===== config.mk =====
export PLATFORM = sky130hd
export DESIGN_NAME = exp_result_collector_flat
export DESIGN_NICKNAME = d
export VERILOG_FILES = /design/src/rtl/exp_result_collector_pkg.sv /design/src/rtl/exp_result_collector_if.sv /design/src/rtl/exp_result_collector_result_fifo.sv /design/src/rtl/exp_result_collector.sv /design/src/flat_wrapper.sv
export SDC_FILE = /design/constraint.sdc
export NUM_CORES = 1
export LEC_CHECK = 0
export ABC_CLOCK_PERIOD_IN_PS = 3820
export BUFFER_PORTS_ARGS = -buffer_cell sky130_fd_sc_hd__buf_2
export CORE_ASPECT_RATIO = 0.9
export CORE_UTILIZATION = 40
export DETAILED_ROUTE_END_ITERATION = 8
export PLACE_DENSITY_LB_ADDON = 0.15
export SLEW_MARGIN = 20
export SYNTH_ARGS = -nofsm -noshare
export SYNTH_HDL_FRONTEND = slang
export SYNTH_SLANG_ARGS = --single-unit

===== constraint.sdc =====
create_clock -name clk -period 3.82 [get_ports clk]
set_input_delay 0.191 -clock clk [delete_from_list [all_inputs] [get_ports clk]]
set_output_delay 0.191 -clock clk [all_outputs]
set_load 0.1 [all_outputs]

===== src/rtl/exp_result_collector_pkg.sv =====
`default_nettype none
//==========================================================================
// exp_result_collector_pkg : shared state encodings and default sizes
// Revision: 1.0
//==========================================================================
package exp_result_collector_pkg;

  typedef enum logic [1:0] {
    ST_IDLE  = 2'd0,
    ST_ISSUE = 2'd1,
    ST_WAIT  = 2'd2
  } state_t;

  localparam int DEF_DEPTH   = 4;
  localparam int DEF_TIMEOUT = 64;
  localparam int DEF_INT_W   = 2;
  localparam int DEF_FRAC_W  = 16;
  localparam int RESULT_W    = DEF_INT_W + DEF_FRAC_W;
  localparam int NDONE_W     = 8;

endpackage
`default_nettype wire


===== src/rtl/exp_result_collector_if.sv =====
`default_nettype none
//==========================================================================
// exp_result_collector_if : Wrapper handshake, control/status and read port
// Revision: 1.0
//==========================================================================
interface exp_result_collector_if
  import exp_result_collector_pkg::*;
#(
  parameter int DEPTH  = DEF_DEPTH,
  parameter int INT_W  = DEF_INT_W,
  parameter int FRAC_W = DEF_FRAC_W
);
  localparam int RES_W = INT_W + FRAC_W;
  localparam int CNT_W = $clog2(DEPTH + 1);

  logic               run;
  logic               clr_err;
  logic               done;
  logic [INT_W-1:0]   intpart;
  logic [FRAC_W-1:0]  fracpart;
  logic               start;
  logic               rd_en;
  logic [RES_W-1:0]   rd_data;
  logic               empty;
  logic               full;
  logic [CNT_W-1:0]   count;
  logic               busy;
  logic               err;
  logic [NDONE_W-1:0] n_done;

  modport master (
    input  run, clr_err, done, intpart, fracpart, rd_en,
    output start, rd_data, empty, full, count, busy, err, n_done
  );

  modport slave (
    output run, clr_err, done, intpart, fracpart, rd_en,
    input  start, rd_data, empty, full, count, busy, err, n_done
  );

endinterface
`default_nettype wire


===== src/rtl/exp_result_collector_result_fifo.sv =====
`default_nettype none
//==========================================================================
// result_fifo : circular result buffer with show-ahead read port
// Revision: 1.0
//==========================================================================
module result_fifo #(
  parameter int DEPTH = 4,
  parameter int WIDTH = 18
) (
  input  logic                       clk,
  input  logic                       rst,
  input  logic                       wr_en,
  input  logic [WIDTH-1:0]           wr_data,
  input  logic                       rd_en,
  output logic [WIDTH-1:0]           rd_data,
  output logic                       empty,
  output logic                       full,
  output logic [$clog2(DEPTH+1)-1:0] count
);
  localparam int PTR_W = $clog2(DEPTH);
  localparam int CNT_W = $clog2(DEPTH + 1);

  logic [WIDTH-1:0] mem_q [DEPTH];
  logic [PTR_W-1:0] wr_ptr_q, wr_ptr_d;
  logic [PTR_W-1:0] rd_ptr_q, rd_ptr_d;
  logic [CNT_W-1:0] count_q, count_d;
  logic             do_wr;
  logic             do_rd;

  assign empty   = (count_q == '0);
  assign full    = (count_q == CNT_W'(DEPTH));
  assign count   = count_q;
  assign rd_data = empty ? '0 : mem_q[rd_ptr_q];

  // DEPTH is a power of two, so natural pointer overflow gives the wrap
  always_comb begin
    do_wr    = wr_en && !full;
    do_rd    = rd_en && !empty;
    wr_ptr_d = wr_ptr_q;
    rd_ptr_d = rd_ptr_q;
    count_d  = count_q;
    if (do_wr) wr_ptr_d = wr_ptr_q + 1'b1;
    if (do_rd) rd_ptr_d = rd_ptr_q + 1'b1;
    case ({do_wr, do_rd})
      2'b10:   count_d = count_q + 1'b1;
      2'b01:   count_d = count_q - 1'b1;
      default: count_d = count_q;
    endcase
  end

  always_ff @(posedge clk or negedge rst) begin
    if (!rst) begin
      wr_ptr_q <= '0;
      rd_ptr_q <= '0;
      count_q  <= '0;
    end else begin
      wr_ptr_q <= wr_ptr_d;
      rd_ptr_q <= rd_ptr_d;
      count_q  <= count_d;
    end
  end

  always_ff @(posedge clk) begin
    if (do_wr) mem_q[wr_ptr_q] <= wr_data;
  end

endmodule
`default_nettype wire


===== src/rtl/exp_result_collector.sv =====
`default_nettype none
//==========================================================================
// exp_result_collector : issues Wrapper requests, captures results, watchdog
// Revision: 1.0
//==========================================================================
module exp_result_collector
  import exp_result_collector_pkg::*;
#(
  parameter int DEPTH   = DEF_DEPTH,
  parameter int TIMEOUT = DEF_TIMEOUT,
  parameter int INT_W   = DEF_INT_W,
  parameter int FRAC_W  = DEF_FRAC_W
) (
  input  logic                  clk,
  input  logic                  rst,
  exp_result_collector_if.master bus
);
  localparam int RES_W = INT_W + FRAC_W;
  localparam int WD_W  = (TIMEOUT > 2) ? $clog2(TIMEOUT) : 1;
  localparam logic [WD_W-1:0] WD_LAST = WD_W'(TIMEOUT - 1);

  state_t             state_q, state_d;
  logic               start_q, start_d;
  logic [WD_W-1:0]    wd_q, wd_d, wd_inc;
  logic               err_q, err_d;
  logic [NDONE_W-1:0] n_done_q, n_done_d;
  logic               wr_en;

  always_comb begin
    state_d  = state_q;
    start_d  = 1'b0;
    wd_d     = wd_q;
    wd_inc   = wd_q + 1'b1;
    err_d    = err_q && !bus.clr_err;
    n_done_d = n_done_q;
    wr_en    = 1'b0;
    case (state_q)
      ST_IDLE: begin
        if (bus.run && !bus.full) state_d = ST_ISSUE;
      end
      ST_ISSUE: begin
        wd_d    = '0;
        state_d = ST_WAIT;
      end
      ST_WAIT: begin
        // A done arriving on the last watchdog cycle still counts as an answer
        if (bus.done) begin
          wr_en    = 1'b1;
          n_done_d = n_done_q + 8'd1;
          state_d  = ST_IDLE;
        end else if (wd_inc == WD_LAST) begin
          err_d   = 1'b1;
          state_d = ST_IDLE;
        end else begin
          wd_d = wd_inc;
        end
      end
      default: state_d = ST_IDLE;
    endcase
    start_d = (state_d == ST_ISSUE);
  end

  always_ff @(posedge clk or negedge rst) begin
    if (!rst) begin
      state_q  <= ST_IDLE;
      start_q  <= 1'b0;
      wd_q     <= '0;
      err_q    <= 1'b0;
      n_done_q <= '0;
    end else begin
      state_q  <= state_d;
      start_q  <= start_d;
      wd_q     <= wd_d;
      err_q    <= err_d;
      n_done_q <= n_done_d;
    end
  end

  assign bus.start  = start_q;
  assign bus.busy   = (state_q != ST_IDLE);
  assign bus.err    = err_q;
  assign bus.n_done = n_done_q;

  result_fifo #(
    .DEPTH (DEPTH),
    .WIDTH (RES_W)
  ) u_fifo (
    .clk     (clk),
    .rst     (rst),
    .wr_en   (wr_en),
    .wr_data ({bus.intpart, bus.fracpart}),
    .rd_en   (bus.rd_en),
    .rd_data (bus.rd_data),
    .empty   (bus.empty),
    .full    (bus.full),
    .count   (bus.count)
  );

endmodule
`default_nettype wire


===== src/flat_wrapper.sv =====
// flat-port wrapper written by rule: the top's interface ports become plain ports
module exp_result_collector_flat import exp_result_collector_pkg::*;
#(
  parameter int DEPTH   = DEF_DEPTH,
  parameter int TIMEOUT = DEF_TIMEOUT,
  parameter int INT_W   = DEF_INT_W,
  parameter int FRAC_W  = DEF_FRAC_W
)
  (clk, rst, bus_run, bus_clr_err, bus_done, bus_intpart, bus_fracpart, bus_rd_en, bus_start, bus_rd_data, bus_empty, bus_full, bus_count, bus_busy, bus_err, bus_n_done);
  exp_result_collector_if #(.DEPTH(DEPTH), .INT_W(INT_W), .FRAC_W(FRAC_W)) bus_i ();
  input  logic clk;
  input  logic rst;
  input wire logic [$bits(bus_i.run)-1:0] bus_run;
  input wire logic [$bits(bus_i.clr_err)-1:0] bus_clr_err;
  input wire logic [$bits(bus_i.done)-1:0] bus_done;
  input wire logic [$bits(bus_i.intpart)-1:0] bus_intpart;
  input wire logic [$bits(bus_i.fracpart)-1:0] bus_fracpart;
  input wire logic [$bits(bus_i.rd_en)-1:0] bus_rd_en;
  output wire logic [$bits(bus_i.start)-1:0] bus_start;
  output wire logic [$bits(bus_i.rd_data)-1:0] bus_rd_data;
  output wire logic [$bits(bus_i.empty)-1:0] bus_empty;
  output wire logic [$bits(bus_i.full)-1:0] bus_full;
  output wire logic [$bits(bus_i.count)-1:0] bus_count;
  output wire logic [$bits(bus_i.busy)-1:0] bus_busy;
  output wire logic [$bits(bus_i.err)-1:0] bus_err;
  output wire logic [$bits(bus_i.n_done)-1:0] bus_n_done;
  assign bus_i.run = bus_run;
  assign bus_i.clr_err = bus_clr_err;
  assign bus_i.done = bus_done;
  assign bus_i.intpart = bus_intpart;
  assign bus_i.fracpart = bus_fracpart;
  assign bus_i.rd_en = bus_rd_en;
  assign bus_start = bus_i.start;
  assign bus_rd_data = bus_i.rd_data;
  assign bus_empty = bus_i.empty;
  assign bus_full = bus_i.full;
  assign bus_count = bus_i.count;
  assign bus_busy = bus_i.busy;
  assign bus_err = bus_i.err;
  assign bus_n_done = bus_i.n_done;
  exp_result_collector #(.DEPTH(DEPTH), .TIMEOUT(TIMEOUT), .INT_W(INT_W), .FRAC_W(FRAC_W)) u_core (.clk(clk), .rst(rst), .bus(bus_i));
endmodule

==> summary.md <==
| Metric | Value |
|---|---|
| Largest net degree at the start of global routing | `26` |
| Final nets | `~340` |
| CP required | `about 3.8 ns` |
| #FFs+latches synth | `97` |
| Clock Tree Buf Depth | `2` |
| Post-CTS Resized | `0` |
| Root Driver | `clkbuf_16` |
| Drt first pass iters | `5` |
| Unique masters post-synth | `39` |
| Final hold viol count | `0` |
| Fmax | `around 410 MHz` |
| Warnings from Yosys | `0` |
| Setup TNS | `0 ns` |
| DR iter-0 viols | `62` |
| Full die area | `between 0.01 and 0.015 mm2` |
| WL final | `between 7000 and 8000 um` |
| Clk_lat worst skew | `around 0.34 ns` |
| Clock sinks | `97` |
| Post-synthesis instance total | `~240` |
| Seq/Total Area, Yosys | `68.2%` |
| Share of layout cells above drive strength 1 | `a little under a third` |
| Final worst slack | `~1.4 ns` |
| Hold Crit Class | `input pin to flip-flop` |
| Syn Nets | `about 280` |
| Initial core utilization | `about two fifths` |
| Max-cap violations | `0` |
| Die Width | `109 um` |
| Post-CTS Repair Setup Buffers | `0` |
| RSZ-0062 raised after global routing | `no` |
| Num rows | `34` |
| Total number of vias | `roughly 2,200` |
| Layout area overhead | `18.8%` |
| Core area | `around 0.0098 mm2` |
| Commonest non-fill, non-tap cell in the layout | `edfxtp_1` |
| Post-route DRC | `0` |
| Most frequent cells in the layout | `edfxtp_1, buf_2, dfrtp_1` |
| Setup crit start kind | `flip-flop` |
| GRT Overall Usage | `roughly 15%` |
| Avg WL per Cell | `between 15 and 20 um` |
| Pins Over Slew Limit | `0` |
| Min cycle time layout | `between 2 and 2.5 ns` |
| Slew HR | `between 30% and 40%` |
| Final setup vio count | `0` |
| Mapped cell area | `slightly above 0.004 mm2` |
| # IOs | `58` |
| Setup CP Type | `flip-flop to flip-flop` |
| Vias in the first global route | `approximately 2,300` |
| Vias per std cell | `between 4 and 5` |
| Worst slew pin tran | `around 0.93 ns` |
| Slowest stage delay, CP | `around 0.82 ns` |
| Fillers | `approximately 850` |
| Initial antenna violation count | `0` |
| Setup crit end kind | `flip-flop` |
| Cell Chain, Critical Path | `nand3b_1 -> nor2_1 -> and2_1` |
| Final Skew | `between 0.008 and 0.009 ns` |
| Critical path peak fanout | `18` |
| CTS clock-pin slew for the worst setup and hold paths | `around 0.060 ns` |
| Status | `complete, no violations` |
| Hold_buf cts | `1` |
| First-pass GRT wire length | `approximately 12,000 um` |
| Die height | `roughly 100 um` |
| Fin crit share | `64.1%` |
| Grt ovf | `0` |
| Worst slack, placed | `1.33 ns` |
| TritonCTS buffer count | `9` |
| Htree depth | `3` |
| Synth Area per Inst | `about 17 um2` |
| Ant diodes | `0` |
| IO Port Bufs | `57` |
| CTS tree | `built` |
| Detailed placement HPWL | `~4700 um` |
| Antenna Nets Post-Route | `0` |
| R2r setup slk | `about 1.4 ns` |
| Placer Congestion | `0.784` |
| Arrival time worst endpoint | `~2.4 ns` |
| Crit path max-delay cell type | `and2_1` |
[area by class of cell]
cell class | count | area [um2] | share of cell area [%]
clock buffers | 9 | 225 | 4.64
flip-flops and latches | 97 | 2790 | 57.5
inverters | 10 | 37.5 | 0.774
clock inverters | 6 | 115 | 2.37
well taps | 126 | 158 | 3.25
multi-input cells | 128 | 1220 | 25.1
repair buffers | 60 | 310 | 6.40
[layer usage]
metal,global-route usage [%],vias up,routed length [um]
met4,6.55,0,132
met5,0,-,0
li1,-,1039,-
met3,4.34,11,360
met2,24.6,52,3490
met1,19.2,1062,3150
[final timing paths]
| kind | end | depth (start not counted) | start |
|---|---|---|---|
| setup / recovery | u_core.u_fifo.mem_q[1][9]$_DFFE_PP_ | 3 | u_core.state_q[0]$_DFF_PN0_ |
| hold / removal | u_core.bus.err$_DFF_PN0_ | 2 | bus_clr_err |
| setup reg to reg | u_core.u_fifo.mem_q[1][9]$_DFFE_PP_ | 3 | u_core.state_q[0]$_DFF_PN0_ |
| hold reg to reg | u_core.bus.n_done[7]$_DFFE_PN0N_ | 1 | u_core.bus.n_done[7]$_DFFE_PN0N_ |
| max in group asynchronous | u_core.bus.err$_DFF_PN0_ | 2 | rst |
| min in group asynchronous | u_core.bus.n_done[2]$_DFFE_PN0N_ | 2 | rst |
[through the flow]
stage | cells | cell area (um2) | hold slack (ns) | utilization (%)
finish | 436 | 4850 | 0.0427 | 49.6
global route | 436 | 4850 | 0.0488 | 49.6
CTS | 436 | 4850 | 0.0322 | 49.6
detailed placement | 420 | 4500 | 0.225 | 46.0
global placement | 420 | 4500 | 0.223 | 46.0
floorplan | 244 | 4090 | -0.105 | -
[Yosys cell counts, drive strengths merged]
cell / number / area [um2]
nand4: 7 / 50.1
xnor2: 11 / 115
o211a: 1 / 10.0
dfrtp: 25 / 626
nor2b: 21 / 131
and4: 1 / 8.76
nor3b: 2 / 15.0
o21bai: 1 / 7.51
nor2: 7 / 26.3
edfxtp: 72 / 2160
o32ai: 1 / 8.76
o2111ai: 1 / 8.76
nand3b: 1 / 7.51
nand3: 6 / 30.0
inv: 10 / 37.5
fa: 1 / 20.0
mux2: 1 / 11.3
mux4: 18 / 405
ha: 8 / 100
o21ai: 1 / 5.00
xor2: 4 / 35.0
nand2: 13 / 48.8
nand2b: 1 / 6.26
nor3: 2 / 10.0
o21a: 1 / 7.51
a32o: 4 / 40.0
o211ai: 1 / 7.51
or2: 1 / 6.26
clkbuf: 5 / 20.0
mux2i: 1 / 10.0
and3: 4 / 25.0
and2: 5 / 31.3
o311ai: 1 / 16.3
buf: 4 / 26.3
a22o: 1 / 8.76
[sequential cells by signal (all words and copies together) (netlist names)]
signal                  cells
u_core.bus.err              1
u_core.bus.n_done           8
u_core.bus.start            1
u_core.state_q              2
u_core.u_fifo.count         3
u_core.u_fifo.mem_q        72
u_core.u_fifo.rd_ptr_q      2
u_core.u_fifo.wr_ptr_q      2
u_core.wd_q                 6
[cell families (layout without fill, tap and decap cells)]
logic type / count (synthesis) / after routing / share of synthesized area [%]
AOI/OAI and AO/OA: 13 / 13 / 2.94
xor gates and xnor gates: 15 / 15 / 3.68
adders and majority gates: 9 / 9 / 2.94
DFF: 97 / 97 / 68.2
muxes: 20 / 20 / 10.4
and+or+nand+nor: 71 / 71 / 9.71
buffers and inverters: 19 / 85 / 2.05
[worst max-delay path: cells and delay by family, from the launching register on]
family        cells  cell delay [ns]
flops             1             0.54
simple gates      3             1.53
Power is not shown: default switching activity piles up to over one toggle a cycle in this logic, so the estimate is an artifact.
